===== config.mk =====
export PLATFORM = sky130hd
export DESIGN_NAME = bram_arbiter
export DESIGN_NICKNAME = d
export VERILOG_FILES = /design/src/rtl/bram_arbiter.sv
export SDC_FILE = /design/constraint.sdc
export NUM_CORES = 1
export LEC_CHECK = 0
export CAP_MARGIN = 25
export CORE_MARGIN = 2
export CORE_UTILIZATION = 42
export CTS_CLUSTER_SIZE = 28
export DETAILED_ROUTE_END_ITERATION = 12
export GPL_TIMING_DRIVEN = 0
export PLACE_DENSITY = 0.85
export SETUP_SLACK_MARGIN = 0.4
export SLEW_MARGIN = 25
export SYNTH_ARGS = -nofsm -noshare
export SYNTH_HDL_FRONTEND = slang
export SYNTH_SLANG_ARGS = --single-unit

===== constraint.sdc =====
create_clock -name clka -period 3.4 [get_ports clka]
set_input_delay 0.51 -clock clka [delete_from_list [all_inputs] [get_ports clka]]
set_output_delay 0.51 -clock clka [all_outputs]
set_load 0.005 [all_outputs]

===== src/rtl/bram_arbiter.sv =====
// Two-requester arbiter in front of a single-port BRAM; round-robin by default.
// Define BRAM_ARB_FIXED_PRIO_EN to make requester 0 win every tie instead.
module bram_arbiter #(
  parameter logic [31:0] ADDR_LIMIT = 32'd8000
) (
  input  logic        clka,
  input  logic        resetn,
  input  logic [1:0]  req,
  input  logic [1:0]  we,
  input  logic [63:0] addr,
  input  logic [63:0] wdata,
  output logic [1:0]  gnt,
  output logic [1:0]  rvalid,
  output logic [31:0] rdata,
  output logic [1:0]  err,
  output logic        busy,
  output logic [7:0]  err_cnt,
  output logic        bram_ena,
  output logic        bram_wea,
  output logic [31:0] bram_addra,
  output logic [31:0] bram_dina,
  input  logic [31:0] bram_douta
);

  typedef enum logic [1:0] {ST_IDLE = 2'd0, ST_ACC = 2'd1, ST_RDW = 2'd2} state_t;

  state_t      r_state;
  state_t      w_state_nxt;
  logic [1:0]  r_gnt, r_rvalid, r_err;
  logic [1:0]  w_gnt_nxt, w_rvalid_nxt, w_err_nxt;
  logic        r_busy;
  logic [31:0] r_rdata;
  logic [7:0]  r_err_cnt;
  logic        r_ena, r_wea, w_ena_nxt, w_wea_nxt;
  logic [31:0] r_addra, r_dina;
  logic        r_win, r_we, r_oor;
  logic        w_win, w_take, w_rdata_ld, w_cnt_inc;
  logic [31:0] w_addr_sel, w_wdata_sel;
  logic        w_we_sel, w_in_range;

  function automatic logic [1:0] f_onehot(input logic idx);
    return idx ? 2'b10 : 2'b01;
  endfunction

`ifdef BRAM_ARB_FIXED_PRIO_EN
  // Winner select: requester 1 only wins when it asks alone.
  always_comb begin
    w_win = 1'b0;
    case (req)
      2'b10:   w_win = 1'b1;
      default: w_win = 1'b0;
    endcase
  end
`else
  logic r_last;

  // Winner select: a tie goes to whoever did not win last time.
  always_comb begin
    w_win = 1'b0;
    case (req)
      2'b01:   w_win = 1'b0;
      2'b10:   w_win = 1'b1;
      2'b11:   w_win = ~r_last;
      default: w_win = 1'b0;
    endcase
  end

  // Last-winner pointer; reset value 1 lets requester 0 win the first tie.
  always_ff @(posedge clka or negedge resetn) begin
    if (!resetn) begin
      r_last <= 1'b1;
    end else if (w_take) begin
      r_last <= w_win;
    end
  end
`endif

  assign w_addr_sel  = w_win ? addr[63:32]  : addr[31:0];
  assign w_wdata_sel = w_win ? wdata[63:32] : wdata[31:0];
  assign w_we_sel    = w_win ? we[1]        : we[0];
  assign w_in_range  = (w_addr_sel < ADDR_LIMIT);

  // Next state and next values of the registered outputs.
  always_comb begin
    w_state_nxt  = r_state;
    w_gnt_nxt    = 2'b00;
    w_rvalid_nxt = 2'b00;
    w_err_nxt    = 2'b00;
    w_ena_nxt    = 1'b0;
    w_wea_nxt    = 1'b0;
    w_take       = 1'b0;
    w_rdata_ld   = 1'b0;
    w_cnt_inc    = 1'b0;
    case (r_state)
      ST_IDLE: begin
        if (req != 2'b00) begin
          w_take      = 1'b1;
          w_state_nxt = ST_ACC;
          w_gnt_nxt   = f_onehot(w_win);
          w_ena_nxt   = w_in_range;
          w_wea_nxt   = w_in_range & w_we_sel;
        end else begin
          w_state_nxt = ST_IDLE;
        end
      end
      ST_ACC: begin
        if (r_oor) begin
          w_err_nxt   = f_onehot(r_win);
          w_cnt_inc   = 1'b1;
          w_state_nxt = ST_IDLE;
        end else if (r_we) begin
          w_state_nxt = ST_IDLE;
        end else begin
          w_state_nxt = ST_RDW;
        end
      end
      ST_RDW: begin
        w_rvalid_nxt = f_onehot(r_win);
        w_rdata_ld   = 1'b1;
        w_state_nxt  = ST_IDLE;
      end
      default: w_state_nxt = ST_IDLE;
    endcase
  end

  // State, latched request and all output registers.
  always_ff @(posedge clka or negedge resetn) begin
    if (!resetn) begin
      r_state   <= ST_IDLE;
      r_gnt     <= 2'b00;
      r_rvalid  <= 2'b00;
      r_err     <= 2'b00;
      r_busy    <= 1'b0;
      r_rdata   <= 32'd0;
      r_err_cnt <= 8'd0;
      r_ena     <= 1'b0;
      r_wea     <= 1'b0;
      r_addra   <= 32'd0;
      r_dina    <= 32'd0;
      r_win     <= 1'b0;
      r_we      <= 1'b0;
      r_oor     <= 1'b0;
    end else begin
      r_state  <= w_state_nxt;
      r_gnt    <= w_gnt_nxt;
      r_rvalid <= w_rvalid_nxt;
      r_err    <= w_err_nxt;
      r_busy   <= (w_state_nxt != ST_IDLE);
      r_ena    <= w_ena_nxt;
      r_wea    <= w_wea_nxt;
      if (w_take) begin
        r_win   <= w_win;
        r_we    <= w_we_sel;
        r_oor   <= ~w_in_range;
        r_addra <= w_addr_sel;
        r_dina  <= w_wdata_sel;
      end
      if (w_rdata_ld) begin
        r_rdata <= bram_douta;
      end
      if (w_cnt_inc && (r_err_cnt != 8'hFF)) begin
        r_err_cnt <= r_err_cnt + 8'd1;
      end
    end
  end

  assign gnt        = r_gnt;
  assign rvalid     = r_rvalid;
  assign err        = r_err;
  assign busy       = r_busy;
  assign rdata      = r_rdata;
  assign err_cnt    = r_err_cnt;
  assign bram_ena   = r_ena;
  assign bram_wea   = r_wea;
  assign bram_addra = r_addra;
  assign bram_dina  = r_dina;

endmodule


# [After elaboration in Yosys (flattened, before gate mapping)]
# Cells that the tools add are included.
[word_totals] reg_bits=119 input_bits=166
[op_classes] n_addsub=1 order_cmp=1 n_eq_ne=5 mux=24 n_bitwise=3 n_reduce_logical=4
[op_table] operator="two-way mux 32 bit" n=2
[op_table] operator="< comparator 32 x 13 -> 1 bit (second input constant)" n=1
[op_table] operator="two-way mux 2 bit" n=9
[op_table] operator="two-way mux 1 bit" n=11
[op_table] operator="adder 8 x 1 -> 8 bit (second input constant)" n=1
[op_table] operator="!= test 8 bit (second input constant)" n=1
[op_table] operator="== test 2 bit (second input constant)" n=3
[op_table] operator="case mux 2 bit (2 select lines)" n=1
[op_table] operator="nonzero test 2 bit" n=2
[op_table] operator="== test 2 x 1 -> 1 bit (second input constant)" n=1
[op_table] operator="logical NOT 2 bit" n=1
[op_table] operator="NOT 1 bit" n=2
[op_table] operator="case mux 1 bit (2 select lines)" n=1
[op_table] operator="AND 1 bit" n=1
[op_table] operator="logical AND 1 bit" n=1

# [Longest topological paths before layout]
# Gate-level depths: netlist (run 1).
[logic_depth] word_depth=7 mapped_depth=6 mapped_depth_nobuf=5

# [Worst setup path after synthesis (run 1)]
# Ideal clock, no wire load.
[synth_path] kind="register to register" from="reg r_err_cnt[4], in the netlist err_cnt[4]" to="reg r_err_cnt[1], in the netlist err_cnt[1]" setup_time_ns=0.125 arrival_ns=1.304 required_ns=3.275 setup_slack_ns=1.971 stages_incl_launch_ff=5 n_path_buf=0 synth_period_minus_slack_ns=1.429 path_cell_list="dfrtp_1 -> and3_1 -> and3_4 -> a31oi_4 -> mux2_4"
[synth_between] elab_chain_cells=2
[synth_lines] item="start: declaration" line_no="33" rtl="logic [7:0] r_err_cnt;"
[synth_lines] item="start signal: assignment" line_no="162" rtl="r_err_cnt <= r_err_cnt + 8'd1;"
[synth_lines] item="!= test 8 bit" line_no="161" rtl="if (w_cnt_inc && (r_err_cnt != 8'hFF)) begin"
[synth_lines] item="logical AND 1 bit" line_no="161"
# Every way passes these cells.
# A chain may end at the register's enable or synchronous reset.

# [Final worst setup path (run 1)]
[layout_path] from="reg r_err_cnt[2], in the netlist err_cnt[2]" to="out err_cnt[2]"
[layout_lines] item="end: declaration" line_no="17" rtl="output logic [7:0] err_cnt,"
# No word-level cell between the ends.

==> results of run 1 <==
-- state kept, by name (all words and copies together) (netlist names), 2 cells and up --
signal and flops:
bram_addra 32, bram_dina 32, rdata 32, err_cnt 8, err 2, gnt 2
r_state 2, rvalid 2
-- synthesized netlist by cell type, types with 4 or more instances --
library cell	number
clkbuf_1	8
mux2i_1	65
nand3_1	4
mux2_2	32
nand4_1	6
nor2_1	14
dfrtp_1	118
nand2_1	69
buf_2	9
buf_4	7
o21ai_0	68
nor3_1	4
nor4_1	8
-- worst paths after layout --
kind | startpoint | endpoint | slack [ns] | cells past startpoint
min | resetn | err_cnt[1] | 0.07 | 1
min in group clka | bram_addra[20] | bram_addra[20] | 0.48 | 2
max | err_cnt[2] | err_cnt[2] | 1.45 | 1
max reg2reg | r_last | bram_dina[22] | 1.82 | 5
max in group asynchronous | resetn | rdata[12] | 2.65 | 2
min reg2reg | bram_addra[20] | bram_addra[20] | 0.48 | 2
-- cell type report --
type	instances	share of cell area [%]
buffer	26	1.717
clock buffer	18	4.909
clock inverter	14	1.546
inverter	3	0.1288
multi-input combinational	299	23.36
sequential	119	34.08
tap	147	2.104
timing repair buffer	279	32.16
-- power by group through the flow --
stage	Combinational (W)	Sequential (W)	Clock, W
2_1_floorplan	0.000389	0.00187	0
3_3_place_gp	0.00126	0.00185	0
3_5_place_dp	0.00130	0.00187	0
4_1_cts	0.00130	0.00185	0.00173
5_1_grt	0.00139	0.00188	0.00180
6_report	0.00128	0.00185	0.00170
-- through the flow --
stage          util, %  power [W]  hold WS [ns]
2_1_floorplan        -   0.002258        0.2144
3_3_place_gp     67.84   0.003110        0.4616
3_5_place_dp     68.08   0.003163        0.4691
4_1_cts          72.78   0.004878       0.08326
5_1_grt          72.78   0.005065        0.1099
6_report         72.78   0.004828       0.06754
-- layer usage --
layer / GRT usage, % / up-vias / routed length, µm
met5: 0 / - / 0
met4: 11.00 / 0 / 390
met3: 8.118 / 36 / 1306
met2: 44.04 / 198 / 8567
met1: 25.96 / 2211 / 5914
li1: - / 2171 / -
-- kinds of logic after synthesis --
family	after synthesis	synth area share (%)
AO/OA/AOI/OAI	81	8.691
XOR/XNOR	4	0.6761
adder cells (fa/ha/maj)	1	0.2414
buffers and inverters	29	3.114
flip-flops	119	57.48
multiplexers	98	19.80
AND/OR/NAND/NOR	115	9.996
==> flow_summary.toml, run 1 <==
[run_status]
outcome = "complete, no violations"

[cells_and_area]
layout-drive-gt1-share_pct = 12.27
fin_cells = 905
num_antenna_cells = 0
final_common_cell = "clkdlybuf4s50_1"
finalInstanceArea_um2 = 8742
mostFrequentLayoutCells = "clkdlybuf4s50_1, dfrtp_1, nand2_1, o21ai_0, mux2i_1"
layout.nets = 912
multiInputGateArea_um2 = 2042
fillers = 854
ff_latch_area_um2 = 2979
syn2layout_area_growth_pct = 68.69

[synthesis]
yosys-top-cells-area = "dfrtp_1, mux2i_1, mux2_2, o21ai_0, nand2_1"
ys_ff_latch = 119
synthArstFlopShare_pct = 100.0
ys_seq_area_share_pct = 57.48
synthFlopType = "dfrtp_1"
syn-num-nets = 614
synth_cells = 447
yosysTopAreaCellShare_pct = 56.98
synthesis.area_um2 = 5182
synth_edf_count = 0
synth_largest_area_cell = "dfrtp_1"
syn_area_per_cell_um2 = 11.59
ys_types = 40
yosysWarnings = 0

[worst_setup_path]
path_buf_inv = 1
path_cells = "clkdlybuf4s50_1"
cpMaxStageDelayCell = "clkdlybuf4s50_1"
critPathCaptureType = "output port"
worstSetupStartpointType = "flip-flop"
worstSetupPathType = "reg -> out"
critPathArrivalTime_ns = 1.44
critPathRequiredTime_ns = 2.89
cp_slowest_stage_delay_ns = 0.57
worstPathMaxFanout = 7
critPathTopFamily = "buffers and inverters"

[clock_tree]
insertion_delay_ns = 0.41
hold_buffers = 0
clk_pin_slew_ns = 0.06
cts.htree.levels = 4
post_cts_buffers = 0
cts_buffer_depth = 2
cts_buffers = 17
clockRootBuffer = "clkbuf_16"
cts.repair.resized = 0
cts_tree = "yes"
numClockSinks = 119

[route]
dr.pass1.iters = 4
vias = 4616
vias_per_cell = 5.101
drtIter0Drc = 179
wl_um = 16180
final_antenna_net_count = 0
avgRoutedWirePerCell_um = 17.88
drc = 0

[sta]
max_clock_freq_mhz = 511.6
setup_ws_ns = 1.446
finalWorstPathRequiredPeriod_ns = 1.954
finClkSkew_ns = 0.008072
slew_viol_final = 0
setup_viol = 0
fin_setup_tns_ns = 0
fin_crit_sh_pct = 57.49
rsz0062_at_grt = "no"
max-slew-margin-rel_pct = 63.02
hold_viol = 0
worst_pin_slew_ns = 0.5547

[power_and_ir_drop]
seqPwrFrac_pct = 38.2
p_switching_w = 0.001287
power.internal_w = 0.003541
pwr-share-comb_pct = 26.6
power.leakage_nw = 3.821
vdd_ir_drop_max_v = 0.0002831
p_clk_share_pct = 35.2
power.density_nw_per_um2 = 552.2
p_sw_share_pct = 26.66

[placed_design]
dp.cells = 873
gp_congestion = 0.8120
hpwl_um = 12700
place_area_um2 = 8178
portBuffers = 278
dp_slack_ns = 1.059

[floorplanning]
die_area_um2 = 13240
rows = 40
die_x_um = 115.1
die_y_um = 115.1
io_pins = 279
core_area_um2 = 12010
start_util_pct = 43.15

[global_routing]
grt_max_degree = 62
grt_pass1_wl_um = 24630
grt.overflow.total = 0
track_usage_pct = 24.45
grt_pass1_vias = 4966
antenna_found_initial = 0

[flow_run]
cap_violations = 0

[hold_path]
hold_path.class = "in -> async"
(Power assumes the default switching activity.)
==> run 2: changes to the inputs <==
- CORE_UTILIZATION: 42 -> 39
- PLACE_DENSITY: 0.85 -> 0.8
- clock period: 3.4 -> 1.9 ns (I/O delays scaled with it)
==> run 2 against run 1 <==
Against the previous run: sequential share of layout area decreased by 1.3 points; clock power grew 91%; non-clock buffer count grew 21; die area up 7.4%; via count up 2.9%; power up 82%; final area increased by 4.0%; hold slack improved by 0.34 ns; sequential power is 76% higher; clock-buffer cell count increased by 6; critical endpoint is now r_oor.
==> flow_summary.toml, run 2 (synthesis results as in run 1) <==
[route]
wl_um = 16360
final_antenna_net_count = 0
vias = 4752
avgRoutedWirePerCell_um = 17.13
drc = 0
vias_per_cell = 4.976
dr.pass1.iters = 5
drtIter0Drc = 182

[cells_and_area]
ff_latch_area_um2 = 2980
fin_cells = 955
multiInputGateArea_um2 = 2126
layout-drive-gt1-share_pct = 16.69
fillers = 982
syn2layout_area_growth_pct = 75.49
finalInstanceArea_um2 = 9095
mostFrequentLayoutCells = "clkdlybuf4s50_1, dfrtp_1, dlygate4sd2_1, nand2_1, o21ai_0"
num_antenna_cells = 0
layout.nets = 933
final_common_cell = "clkdlybuf4s50_1"

[worst_setup_path]
r2r-end = "r_oor"
cp_slowest_stage_delay_ns = 0.55
worstPathMaxFanout = 5
r2r_start = "r_last"
critPathCaptureType = "flip-flop"
path_cells = "a21bo_4 > buf_12 > nand4_1 > a21oi_2 > o21a_2 > nor2_1"
critPathRequiredTime_ns = 2.20
r2r_slack_ns = 0.41
worstSetupStartpointType = "flip-flop"
critPathArrivalTime_ns = 1.79
reg2reg_depth = 6
worstSetupPathType = "reg -> reg"
cpMaxStageDelayCell = "dfstp_2"

[sta]
slew_viol_final = 0
finalWorstPathRequiredPeriod_ns = 1.493
setup_ws_ns = 0.4073
worst_pin_slew_ns = 0.5273
finClkSkew_ns = 0.005223
rsz0062_at_grt = "yes"
setup_viol = 0
fin_crit_sh_pct = 78.56
max-slew-margin-rel_pct = 64.85
hold_viol = 0
max_clock_freq_mhz = 669.9

[clock_tree]
cts_tree = "yes"
cts.htree.levels = 4
clk_pin_slew_ns = 0.05
clockRootBuffer = "clkbuf_16"
insertion_delay_ns = 0.41
numClockSinks = 119
cts_buffer_depth = 2
cts_buffers = 17

[floorplanning]
io_pins = 279
start_util_pct = 39.61
core_area_um2 = 13090
die_area_um2 = 14230
die_x_um = 119.3
rows = 42
die_y_um = 119.3

[placed_design]
dp_slack_ns = -0.1820
portBuffers = 278
dp.cells = 902
place_area_um2 = 8214
gp_congestion = 0.8006
hpwl_um = 12070

[power_and_ir_drop]
power.leakage_nw = 4.274
power.density_nw_per_um2 = 968.2
vdd_ir_drop_max_v = 0.0004691
power_w = 0.008806

[hold_path]
hold_path.class = "in -> async"

[global_routing]
grt.overflow.total = 0
grt.busiest_layer = "met2"
grt_pass1_vias = 5011
grt_pass1_wl_um = 25520
grt_util_met3_pct = 6.801
grtUsageMet2_pct = 40.19
grt_max_degree = 64
antenna_found_initial = 0
track_usage_pct = 23.10
met1_usage_pct = 26.80

[flow_run]
cap_violations = 0

[run_status]
outcome = "complete, no violations"
run 2: critical path, delay by kind of cell (launching register included):
kind                   cells  cell delay [ns]
buffers and inverters      1             0.14
AO/OA/AOI/OAI              3             0.54
flip-flops                 1             0.55
AND/OR/NAND/NOR            2             0.15
run 2: final cells by class:
cell class                 instances  share of cell area, %
sequential                       119                  32.77
clock inverter                     8                  1.321
inverter                           3                 0.1238
timing repair buffer             300                  31.79
multi-input combinational        299                  23.37
buffer                            26                  2.903
clock buffer                      24                  5.296
tap                              176                  2.421
run 2: metal layers:
layer,up-vias,share of wire (%)
met5,-,0
met4,0,2.2
met3,30,6.9
met2,207,52
met1,2299,39
li1,2216,-
run 2: through the flow:
stage / setup TNS [ns] / hold WS (ns) / util (%)
6_report: 0 / 0.4089 / 69.51
5_1_grt: 0 / 0.4574 / 69.51
4_1_cts: 0 / 0.4292 / 67.63
3_5_place_dp: -5.773 / 0.2789 / 62.77
3_3_place_gp: -460.38 / 0.4611 / 62.56
2_1_floorplan: 0 / -0.01059 / -
run 2: power breakdown:
group	leakage [nW]	switching [W]	internal, W
sequential	1.45	0.000245	0.00300
clock	0.290	0.00109	0.00216
combinational	2.54	0.000983	0.00132
run 2: how the worst max path moves through the flow:
| stage | end | slack, ns | start | cells past startpoint |
|---|---|---|---|---|
| floorplan | err_cnt[1] | 0.47 | err_cnt[4] | 4 |
| global placement | bram_dina[10] | -3.87 | resetn | 1 |
| detailed placement | bram_addra[3] | -0.18 | req[1] | 6 |
| CTS | err_cnt[2] | 0.33 | err_cnt[2] | 1 |
| global route | r_oor | 0.37 | r_last | 6 |
| finish | r_oor | 0.41 | r_last | 6 |
run 2: repair_timing:
action / in CTS / in global routing
endpoints found under the hold margin: 56 / 0
hold buffers: 1 / 0
setup buffers: 11 / 6
gates resized for setup: 134 / 45
setup endpoints to repair: 170 / 93
pin swaps: 2 / 1
cloned: 0 / 3
